[config.mk]
export PLATFORM = sky130hd
export DESIGN_NAME = mac_ctrl
export DESIGN_NICKNAME = d
export VERILOG_FILES = /design/src/rtl/mac_ctrl.sv
export SDC_FILE = /design/constraint.sdc
export NUM_CORES = 1
export LEC_CHECK = 0
export BUFFER_PORTS_ARGS = -buffer_cell sky130_fd_sc_hd__buf_4
export CORE_UTILIZATION = 23
export DETAILED_ROUTE_END_ITERATION = 8
export MAX_ROUTING_LAYER = met4
export RECOVER_POWER = 50
export SYNTH_ARGS = -nofsm -noshare
export SYNTH_HDL_FRONTEND = slang
export SYNTH_SLANG_ARGS = --single-unit
[constraint.sdc]
create_clock -name clk -period 6.7 [get_ports clk]
set_clock_uncertainty 0.05 [all_clocks]
set_input_delay 1.005 -clock clk [delete_from_list [all_inputs] [get_ports clk]]
set_output_delay 1.005 -clock clk [all_outputs]
set_load 0.005 [all_outputs]
[src/rtl/mac_ctrl.sv]
// mac_ctrl: dot-product front end that sequences an external
// accumulator register through clear, LEN accumulates and result hand-off.
module mac_ctrl #(
  parameter int DW  = 8,
  parameter int RW  = 3 * DW,
  parameter int LEN = 4,
  parameter int CW  = 3
) (
  input  logic          clk,
  input  logic          rst,
  input  logic          start,
  output logic          busy,
  input  logic          in_valid,
  output logic          in_ready,
  input  logic [DW-1:0] a,
  input  logic [DW-1:0] b,
  output logic          sum_we,
  output logic          sum_zero,
  output logic [RW-1:0] sum_in,
  input  logic [RW-1:0] sum_q,
  output logic          res_valid,
  input  logic          res_ready,
  output logic [RW-1:0] res_data,
  output logic          ovf
);

  typedef enum logic [1:0] {
    IDLE,
    CLEAR,
    ACC,
    DONE
  } state_t;

  state_t          state;
  logic [CW-1:0]   count;
  logic [2*DW-1:0] prod;
  logic [RW-1:0]   prod_rw;
  logic [RW:0]     add;
  logic            accept;
  logic            last;

  // product is zero-extended or truncated to the accumulator width
  assign prod    = {{DW{1'b0}}, a} * {{DW{1'b0}}, b};
  assign prod_rw = RW'(prod);

  // one extra bit keeps the carry-out for the sticky overflow flag
  assign add    = {1'b0, sum_q} + {1'b0, prod_rw};
  assign sum_in = add[RW-1:0];

  // the accumulator is frozen in DONE, so sum_q is the stable result
  assign res_data = sum_q;

  // controls decode from state only; res_ready never reaches them
  assign busy      = (state != IDLE);
  assign in_ready  = (state == ACC);
  assign sum_zero  = (state == CLEAR);
  assign res_valid = (state == DONE);
  assign accept    = in_ready & in_valid;
  assign sum_we    = accept;
  assign last      = (count == CW'(LEN - 1));

  // sequencer: start only in IDLE, one clear cycle, LEN accepts, hand-off
  always_ff @(posedge clk or negedge rst) begin
    if (!rst) begin
      state <= IDLE;
      count <= '0;
      ovf   <= 1'b0;
    end else begin
      case (state)
        IDLE: begin
          if (start) state <= CLEAR;
        end
        CLEAR: begin
          count <= '0;
          ovf   <= 1'b0;
          state <= ACC;
        end
        ACC: begin
          if (accept) begin
            count <= count + 1'b1;
            if (add[RW]) ovf <= 1'b1;
            if (last) state <= DONE;
          end
        end
        DONE: begin
          if (res_ready) state <= IDLE;
        end
        default: state <= IDLE;
      endcase
    end
  end

endmodule
**After elaboration in Yosys (flattened, before gate mapping)**

Cells that the tools add are included.

- Add/sub/neg operators: 2
- Multipliers: 1
- Eq/ne operators: 9
- Multiplexer cells: 10
- Bitwise gates (word level): 1
- Reductions and logical operators: 6

Operators with widths:

| cell | count |
|---|---|
| 24-bit by 16-bit adder with 25-bit output | 1 |
| 8-bit by 8-bit multiplier with 16-bit output | 1 |
| 2-bit 2-to-1 mux | 4 |
| 2-bit by 1-bit inequality test with 1-bit output, second input constant | 4 |
| 2-bit case mux with 4 select lines | 1 |
| 3-bit case mux with 2 select lines | 1 |
| 2-bit == test, second input constant | 2 |
| 4-bit AND reduction | 1 |
| 2-bit nonzero test | 2 |
| 3-bit by 1-bit adder with 3-bit output, second input constant | 1 |
| 3-bit by 2-bit == test with 1-bit output, second input constant | 1 |
| 3-bit 2-to-1 mux | 1 |
| 3-bit AND reduction | 1 |
| 2-bit by 1-bit == test with 1-bit output, second input constant | 1 |
| 2-bit zero test | 1 |
| 1-bit 2-to-1 mux | 2 |
| 2-bit inequality test, second input constant | 1 |
| 1-bit case mux with 2 select lines | 1 |
| 2-bit AND reduction | 1 |
| 1-bit AND | 1 |

- Register bits after elaboration: 6
- Input port bits: 45
- Output and inout port bits: 54
- Logic and storage cells: 32

**Depth between registers and ports, before layout**

Gate-level depths: netlist of the first run.

- Depth after elaboration: 5
- Gate-level depth with buffers: 18

**Least setup slack after synthesis of the first run**

No wires, ideal clock.

- Path kind: input -> output
- From: input port b[1]
- To: output port sum_in[22]
- Arrival: 4.838 ns
- Data required time: 5.645 ns
- Slack: 0.807 ns
- Stages on the path: 16
- Path buffers: 1
- Path through: clkbuf_1 nand2_1 fa_1 inv_1 fa_1 inv_1 fa_1 fa_1 inv_1 ha_1 o211ai_1 o211a_1 o31a_1 o21ai_2 nand4_1 xnor2_1

- Word-level cells in the longest chain between the ends: 2

Ends and longest elaborated chain:

| what | RTL line | RTL |
|---|---|---|
| from (decl) | 16 | `input logic [DW-1:0] b,` |
| 8-bit by 8-bit multiplier with 16-bit output | 43 | `assign prod = {{DW{1'b0}}, a} * {{DW{1'b0}}, b};` |
| 24-bit by 16-bit adder with 25-bit output | 47 | `assign add = {1'b0, sum_q} + {1'b0, prod_rw};` |
| to (decl) | 19 | `output logic [RW-1:0] sum_in,` |

Every way passes these cells.

**Worst setup path in the final report of the first run**

- From: input port a[1]
- To: output port sum_in[23]

- Word-level cells in the longest chain between the ends: 2

Ends and longest elaborated chain:

| what | RTL line | RTL |
|---|---|---|
| from (decl) | 15 | `input logic [DW-1:0] a,` |
| 8-bit by 8-bit multiplier with 16-bit output | 43 |  |
| 24-bit by 16-bit adder with 25-bit output | 47 |  |

Every way passes these cells.

==> results of run 1 <==
==> report_power, final <==
| part | internal (W) | switching, W | leakage [nW] |
|---|---|---|---|
| Sequential | 0.0000492 | 0.0000104 | 0.0785 |
| Clock | 0.0000768 | 0.0000221 | 0.0370 |
| Combinational | 0.000598 | 0.000658 | 2.18 |
==> per-layer routing <==
| layer | part of all wire (%) | global-route usage (%) | vias to the layer above |
|---|---|---|---|
| met5 | 0 | - | - |
| met4 | 0.91 | 2.01 | 0 |
| met3 | 3.8 | 0.824 | 7 |
| met2 | 50 | 18.4 | 69 |
| met1 | 46 | 15.3 | 1375 |
| li1 | - | - | 1406 |
==> per-stage QoR <==
stage | power, W | setup slack [ns]
global placement | 0.00134 | 0.419
floorplan | 0.000854 | 0.807
detailed placement | 0.00135 | 0.389
CTS | 0.00146 | 0.367
global route | 0.00162 | 0.131
finish | 0.00141 | 0.431
==> state kept, by name (all words and copies together), names as in the netlist <==
signal / flops
count: 3
ovf: 1
state: 2
==> area by class of cell <==
class / count / area share (%)
inverters: 101 / 8.91
well taps: 184 / 5.41
multi-input cells: 278 / 63.5
repair buffers: 98 / 16.9
flip-flops and latches: 6 / 3.53
clock buffers: 3 / 1.76
==> critical path, stage by stage <==
cell,delay (ns)
buf_4,0.14
and2_1,0.17
fa_1,0.51
fa_1,0.52
fa_1,0.54
inv_1,0.05
fa_1,0.52
inv_1,0.04
ha_1,0.36
o211ai_1,0.13
a21oi_2,0.21
o2111ai_1,0.19
a311oi_2,0.34
o2111ai_1,0.18
xnor2_1,0.17
buf_4,0.13
==> kinds of logic (layout without fill, tap and decap cells) <==
group,Yosys count,in the layout,share of synthesized area (%)
flops,6,6,4.37
buf+inv,129,202,16.9
compound gates,52,52,11.3
xor+xnor,20,20,5.10
simple gates,107,107,15.3
fa+ha+maj,98,98,46.6
mux,1,1,0.328
==> cell usage in the layout, fill, tap and decap left out, drive strengths merged, types with 3 or more instances in the layout <==
cell	instances
a21o	6
a21oi	14
and2	36
buf	74
clkbuf	27
dfrtp	6
fa	50
ha	48
inv	101
nand2	41
nand2b	4
nand3	5
nand4	3
nor2	13
o21ai	10
o22ai	3
xnor2	13
xor2	7
==> final timing paths <==
check                           slack (ns)  depth (start not counted)    endpoint
worst max-delay path                  0.43                         16  sum_in[23]
worst min-delay path                  0.47                          1    count[1]
worst max register to register        5.18                          5         ovf
worst min register to register        0.47                          1    count[1]
max in group asynchronous             5.75                          1    count[2]
min in group asynchronous             0.60                          1    count[0]
==> reports/summary.txt, run 1 <==
status -> finished, final reports clean
Filler cells -> 1661
I/O pin total -> 99
Pins Over Slew Limit -> 0
grt ovf -> 0
# rows -> 44
hold buffer count at CTS -> 0
Post-Syn Area -> 3430 um^2
top cells by area, synth -> fa_1 29%, ha_1 17%, inv_1 11%
share of cells above drive strength 1 -> 22.0%
post-synthesis cell type count -> 45
GP Congestion -> 0.790
EDFF count, synth -> 0
Synth area leader -> fa_1
Multi-input gate area -> 2700 um^2
Max FO, Critical Path -> 8
CTS tree -> built
f_max -> 160 MHz
H-tree depth -> 1
Ant. Diodes -> 0
# setup viols final -> 0
initial antenna violation count -> 0
Final nets -> 631
Hold Fails Final Rpt -> 0
Sequential cell area -> 150 um^2
Core Region -> 14500 um^2
leading cell types by count after synthesis -> 101 x inv_1, 50 x fa_1, 48 x ha_1, 41 x nand2_1, 35 x and2_1
maximum number of pins on one net before global-route repair -> 11
Max Cap Violations -> 0
CTS root buf -> clkbuf_16
Most used DFF post-synth -> dfrtp_1
Slew @ Worst Pin -> 0.406 ns
Worst Setup Start Kind -> primary input
fin crit share -> 93.6%
Yosys reg bits -> 6
Synth Warn # -> 0
vias in the first global route -> 2817
post-route setup TNS -> 0 ns
Placed Instances -> 667
drt pass-1 iters -> 4
Hold Path Origin -> count[1]
Starting Density -> 23.6%
CP Data Arrival Time -> 5.21 ns
most common cell in the netlist -> inv_1
post-layout util -> 29.3%
height of the die -> 124 um
drt drc -> 0
power per cell area -> 332 nW/um^2
average size of a mapped cell -> 8.31 um^2
Final min period -> 6.27 ns
# clock sinks -> 6
Hold Path Class -> reg2reg
static leakage -> 2.30 nW
sequential fraction of the synthesis area -> 4.37%
DR vias -> 2857
Antenna Nets Post-Route -> 0
post-CTS setup buffer count -> 0
die width -> 124 um
clock buffer depth -> 2
critical path class -> in2out
Hold WS -> 0.468 ns
headroom to the max-slew limit -> 72.7%
placed cell area -> 4200 um^2
worst vdd ir -> 0.179 mV
clock latency on the worst-skew pair -> 0.23 ns
die area -> 15400 um^2
launch point of the critical path -> a[1]
unrepaired setup endpoints after global routing -> no
vias per cell -> 4.26
Setup crit end kind -> output pin
post-CTS resize count -> 0
final wirelength -> 8060 um
CP required -> 5.64 ns
Area growth, synth to finish -> 24.0%
Non-Filler Instances -> 670
average wire per standard cell -> 12.0 um
Clock Pin Slew Worst Setup and Hold Paths -> 0.03 ns
first-pass GRT wire length -> 13300 um
Post-Syn Nets -> 556
GRT Total Usage -> 11.3%
CTS Buf Count -> 3
Reg2Reg Launch Point -> state[0]
post-synth top area share -> 29.2%
initial DRC count -> 112
PortBufs -> 98
HPWL Detailed -> 7160 um
asr flop ratio synth -> 100%
fin area -> 4260 um^2
Syn Inst Count -> 413
(Power assumes the default switching activity.)
==> run 2: changes to the inputs <==
- CELL_PAD_IN_SITES_DETAIL_PLACEMENT: default -> 1
- CELL_PAD_IN_SITES_GLOBAL_PLACEMENT: default -> 2
- PLACE_DENSITY_LB_ADDON: default -> 0.1
==> reports/summary.txt, run 2 (synthesis gave the netlist of run 1 again) <==
status -> finished, final reports clean
Worst Reg-to-Reg Cells -> 5 (unchanged)
share of cells above drive strength 1 -> 22.4% (+0.37 points)
delay-heaviest family, CP -> adder cells
clock buffer depth -> 2 (unchanged)
Hold Fails Final Rpt -> 0 (unchanged)
critical path class -> in2out
drt pass-1 iters -> 4 (unchanged)
initial antenna violation count -> 0 (unchanged)
clock latency on the worst-skew pair -> 0.23 ns (about the same)
Max FO, Critical Path -> 8 (unchanged)
unrepaired setup endpoints after global routing -> no
grt ovf -> 0 (unchanged)
GP Congestion -> 0.743 (-6.0%)
CP Buf/Inv Count -> 4 (unchanged)
Antenna Nets Post-Route -> 0 (unchanged)
hold buffer count at CTS -> 0 (unchanged)
CP Data Arrival Time -> 5.32 ns (+0.11 ns)
power per cell area -> 335 nW/um^2 (+0.84%)
# clock sinks -> 6 (unchanged)
Setup crit end kind -> output pin
Ant. Diodes -> 0 (unchanged)
drt drc -> 0 (unchanged)
maximum number of pins on one net before global-route repair -> 11 (unchanged)
CTS Buf Count -> 3 (unchanged)
crit path cell chain -> buf_4 > and2_1 > fa_1 > fa_1 > fa_1 > inv_1 > fa_1 > inv_1 > ha_1 > o211ai_1 > a21oi_2 > o2111ai_1 > a311oi_2 > o2111ai_1 > xnor2_1 > buf_4
Final min period -> 6.37 ns (+0.102 ns)
static leakage -> 2.31 nW (+0.38%)
post-CTS setup buffer count -> 0 (unchanged)
Final nets -> 632 (+0.16%)
most frequent cells in the layout -> 101 x inv_1, 74 x buf_4, 50 x fa_1
Max Cap Violations -> 0 (unchanged)
DR vias -> 2888 (+1.1%)
CP required -> 5.64 ns (about the same)
post-route setup TNS -> 0 ns (unchanged)
CP peak stage delay -> 0.54 ns (about the same)
biggest regs -> count x3, state x2, ovf x1
vias per cell -> 4.30 (+0.93%)
Worst Setup Start Kind -> primary input
CTS tree -> built
Hold Path Class -> reg2reg
PortBufs -> 98 (unchanged)
height of the die -> 124 um (unchanged)
CTS root buf -> clkbuf_16
Clock Pin Slew Worst Setup and Hold Paths -> 0.03 ns (about the same)
final wirelength -> 8690 um (+7.8%)
GRT Total Usage -> 12.1% (+0.86 points)
Hold Path Origin -> count[2]
Pins Over Slew Limit -> 0 (unchanged)
vias in the first global route -> 3044 (+8.1%)
worst reg2reg setup slack -> 5.17 ns (about the same)
most flop-heavy register -> count
Slew @ Worst Pin -> 0.480 ns (+0.0740 ns)
die width -> 124 um (unchanged)
f_max -> 157 MHz (-1.6%)
Reg2Reg Launch Point -> state[0]
most common cell after layout, fill and taps aside -> inv_1
H-tree depth -> 1 (unchanged)
first-pass GRT wire length -> 14400 um (+7.7%)
initial DRC count -> 64 (-43%)
Max stage delay cell, worst path -> fa_1
I/O pin total -> 99 (unchanged)
# setup viols final -> 0 (unchanged)
headroom to the max-slew limit -> 67.7% (-5.0 points)
Starting Density -> 23.6% (unchanged)
die area -> 15400 um^2 (unchanged)
Crit path depth -> 16 (unchanged)
worst vdd ir -> 0.108 mV (-40%)
r2r endpoint -> ovf
average wire per standard cell -> 12.9 um (+7.6%)
CP dominant cell by count -> fa_1
# rows -> 44 (unchanged)
Core Region -> 14500 um^2 (unchanged)
Worst Setup EP -> sum_in[23]
max reg flops -> 3 (unchanged)
Filler cells -> 1777 (+7.0%)
fin crit share -> 95.1% (+1.5 points)
post-CTS resize count -> 0 (unchanged)
post-layout util -> 29.4% (+0.077 points)
HPWL Detailed -> 7910 um (+10%)
Area growth, synth to finish -> 24.3%
launch point of the critical path -> a[1]
## run 2: worst min-delay path by stage
stage	end	slack [ns]	cells after the start
floorplan	count[2]	0.43	2
global placement	count[2]	0.44	2
detailed placement	count[2]	0.46	2
CTS	count[2]	0.47	2
global route	count[1]	0.49	1
finish	count[2]	0.46	2
## run 2: worst min-delay path, stage by stage (launching register included)
cell	delay (ns)
dfrtp_1	0.31
inv_1	0.05
o22ai_1	0.09
## run 2: power breakdown
group / switching [W] / leakage, nW / internal [W]
Clock: 0.0000198 / 0.0370 / 0.0000766
Sequential: 0.0000106 / 0.0785 / 0.0000492
Combinational: 0.000670 / 2.19 / 0.000604
## run 2: metrics by stage
stage          setup WS [ns]  hold slack, ns  area [um^2]  total power [W]  cells
6_report               0.329           0.457         4270          0.00143    671
5_1_grt               0.0342           0.491         4270          0.00162    671
4_1_cts                0.273           0.470         4280          0.00148    671
3_5_place_dp           0.285           0.459         4200          0.00138    668
3_3_place_gp           0.310           0.438         4200          0.00137    668
2_1_floorplan          0.807           0.426         3430         0.000854    413
## run 2: area by class of cell
type	instances	area [um^2]	area share (%)
clock buffers	3	75.1	1.76
inverters	101	379	8.88
multi-input cells	278	2700	63.3
flip-flops and latches	6	150	3.52
well taps	184	230	5.39
repair buffers	99	732	17.2
## run 2: metal layers
layer / wire length, um / GRT usage, % / vias to the layer above
li1: - / - / 1398
met1: 4000 / 15.8 / 1455
met2: 4550 / 21.5 / 33
met3: 122 / 0.412 / 2
met4: 12 / 1.12 / 0
met5: 0 / - / -
==> run 3: changes to the inputs <==
- CELL_PAD_IN_SITES_DETAIL_PLACEMENT: 1 -> 0
==> reports/summary.txt, run 3 (synthesis gave the netlist of run 1 again) <==
hold buffer count at CTS -> 0 (unchanged)
final wirelength -> 8370 um (-3.7%)
maximum number of pins on one net before global-route repair -> 11 (unchanged)
top routing layer in use -> met4
H-tree depth -> 1 (unchanged)
worst vdd ir -> 0.124 mV (+15%)
grt ovf -> 0 (unchanged)
Core Region -> 14500 um^2 (unchanged)
CTS root buf -> clkbuf_16
most flop-heavy register -> count
detailed-routed wire length on met3 -> 250 um (+100%)
Antenna Nets Post-Route -> 0 (unchanged)
f_max -> 157 MHz (about the same)
Hold Path Class -> reg2reg
Area growth, synth to finish -> 24.4% (about the same)
critical path class -> in2out
most frequent cells in the layout -> 101 x inv_1, 74 x buf_4, 50 x fa_1
worst reg2reg setup slack -> 5.18 ns (about the same)
average wire per standard cell -> 12.5 um (-3.7%)
post-route setup TNS -> 0 ns (unchanged)
Starting Density -> 23.6% (unchanged)
static leakage -> 2.31 nW (+0.15%)
max reg flops -> 3 (unchanged)
initial antenna violation count -> 0 (unchanged)
CTS tree -> built
most common cell after layout, fill and taps aside -> inv_1
Reg2Reg Launch Point -> state[0]
Clock Pin Slew Worst Setup and Hold Paths -> 0.03 ns (about the same)
Hold Fails Final Rpt -> 0 (unchanged)
post-CTS resize count -> 0 (unchanged)
GRT Total Usage -> 11.6% (-0.52 points)
CP Data Arrival Time -> 5.31 ns (about the same)
vias per cell -> 4.22 (-1.9%)
unrepaired setup endpoints after global routing -> no
Multi-input gate area -> 2700 um^2 (unchanged)
CP required -> 5.64 ns (about the same)
PortBufs -> 98 (unchanged)
post-CTS setup buffer count -> 0 (unchanged)
Max Cap Violations -> 0 (unchanged)
Slew @ Worst Pin -> 0.448 ns (-0.0317 ns)
clock buffer depth -> 2 (unchanged)
Setup crit end kind -> output pin
biggest regs -> count x3, state x2, ovf x1
Ant. Diodes -> 0 (unchanged)
I/O pin total -> 99 (unchanged)
Max FO, Critical Path -> 8 (unchanged)
drt drc -> 0 (unchanged)
# rows -> 44 (unchanged)
launch point of the critical path -> a[1]
height of the die -> 124 um (unchanged)
share of cells above drive strength 1 -> 22.6% (+0.21 points)
drt pass-1 iters -> 4 (unchanged)
die width -> 124 um (unchanged)
initial DRC count -> 96 (+50%)
Hold WS -> 0.456 ns (-0.000588 ns)
Final nets -> 632 (unchanged)
DR vias -> 2832 (-1.9%)
clock latency on the worst-skew pair -> 0.23 ns (about the same)
# setup viols final -> 0 (unchanged)
Pins Over Slew Limit -> 0 (unchanged)
first-pass GRT wire length -> 13600 um (-5.3%)
power per cell area -> 333 nW/um^2 (-0.57%)
CTS Buf Count -> 3 (unchanged)
HPWL Detailed -> 7540 um (-4.7%)
Hold Path Origin -> count[2]
Filler cells -> 1633 (-8.1%)
Final min period -> 6.37 ns (-0.00252 ns)
Metal-1 WL -> 3850 um (-3.7%)
DR WL met2 -> 4250 um (-6.5%)
# clock sinks -> 6 (unchanged)
Sequential cell area -> 150 um^2 (unchanged)
status -> finished, final reports clean
vias in the first global route -> 2779 (-8.7%)
headroom to the max-slew limit -> 69.8% (+2.1 points)
GP Congestion -> 0.743 (unchanged)
die area -> 15400 um^2 (unchanged)
Worst Setup Start Kind -> primary input
fin crit share -> 95.1% (about the same)
==> run 3: cell counts in the layout (fill, tap and decap cells not counted) <==
No cell type changed its count.
==> run 3: routing by layer <==
layer	GRT usage (%)	vias to the layer above
li1	-	1408
met1	15.7	1372
met2	19.5	50
met3	0.916	2
met4	0.893	0
met5	-	-
==> run 3: cell type report <==
| type | count | share of cell area, % |
|---|---|---|
| clock buffers | 3 | 1.76 |
| multi-input cells | 278 | 63.2 |
| well taps | 184 | 5.39 |
| repair buffers | 99 | 17.2 |
| inverters | 101 | 8.88 |
| flip-flops and latches | 6 | 3.51 |
==> run 3: worst max-delay path, cell delays in order <==
cell       delay (ns)
buf_4            0.14
and2_1           0.18
fa_1             0.50
fa_1             0.52
fa_1             0.54
inv_1            0.05
fa_1             0.53
inv_1            0.04
ha_1             0.37
o211ai_1         0.13
a21oi_2          0.23
o2111ai_1        0.22
a311oi_2         0.37
o2111ai_1        0.17
xnor2_1          0.16
buf_4            0.13
==> run 3: power by group <==
part           internal (W)  switching [W]  total [W]
combinational      0.000603       0.000665    0.00127
sequential        0.0000492      0.0000106  0.0000598
clock             0.0000766      0.0000198  0.0000963
==> run 3: final timing paths <==
check / endpoint / depth (start not counted)
worst max-delay path: sum_in[23] / 16
worst min-delay path: count[2] / 2
worst max register to register: ovf / 5
worst min register to register: count[2] / 2
max in group asynchronous: count[2] / 1
min in group asynchronous: count[0] / 1
==> run 3: metrics by stage <==
stage | utilization (%) | cell area [um^2] | power [W] | worst slack, ns | instances
detailed placement | 28.9 | 4200 | 0.00137 | 0.313 | 668
finish | 29.4 | 4270 | 0.00142 | 0.331 | 671
CTS | 29.4 | 4280 | 0.00147 | 0.299 | 671
global placement | 28.9 | 4200 | 0.00137 | 0.310 | 668
floorplan | - | 3430 | 0.000854 | 0.807 | 413
global route | 29.4 | 4270 | 0.00160 | 0.0939 | 671
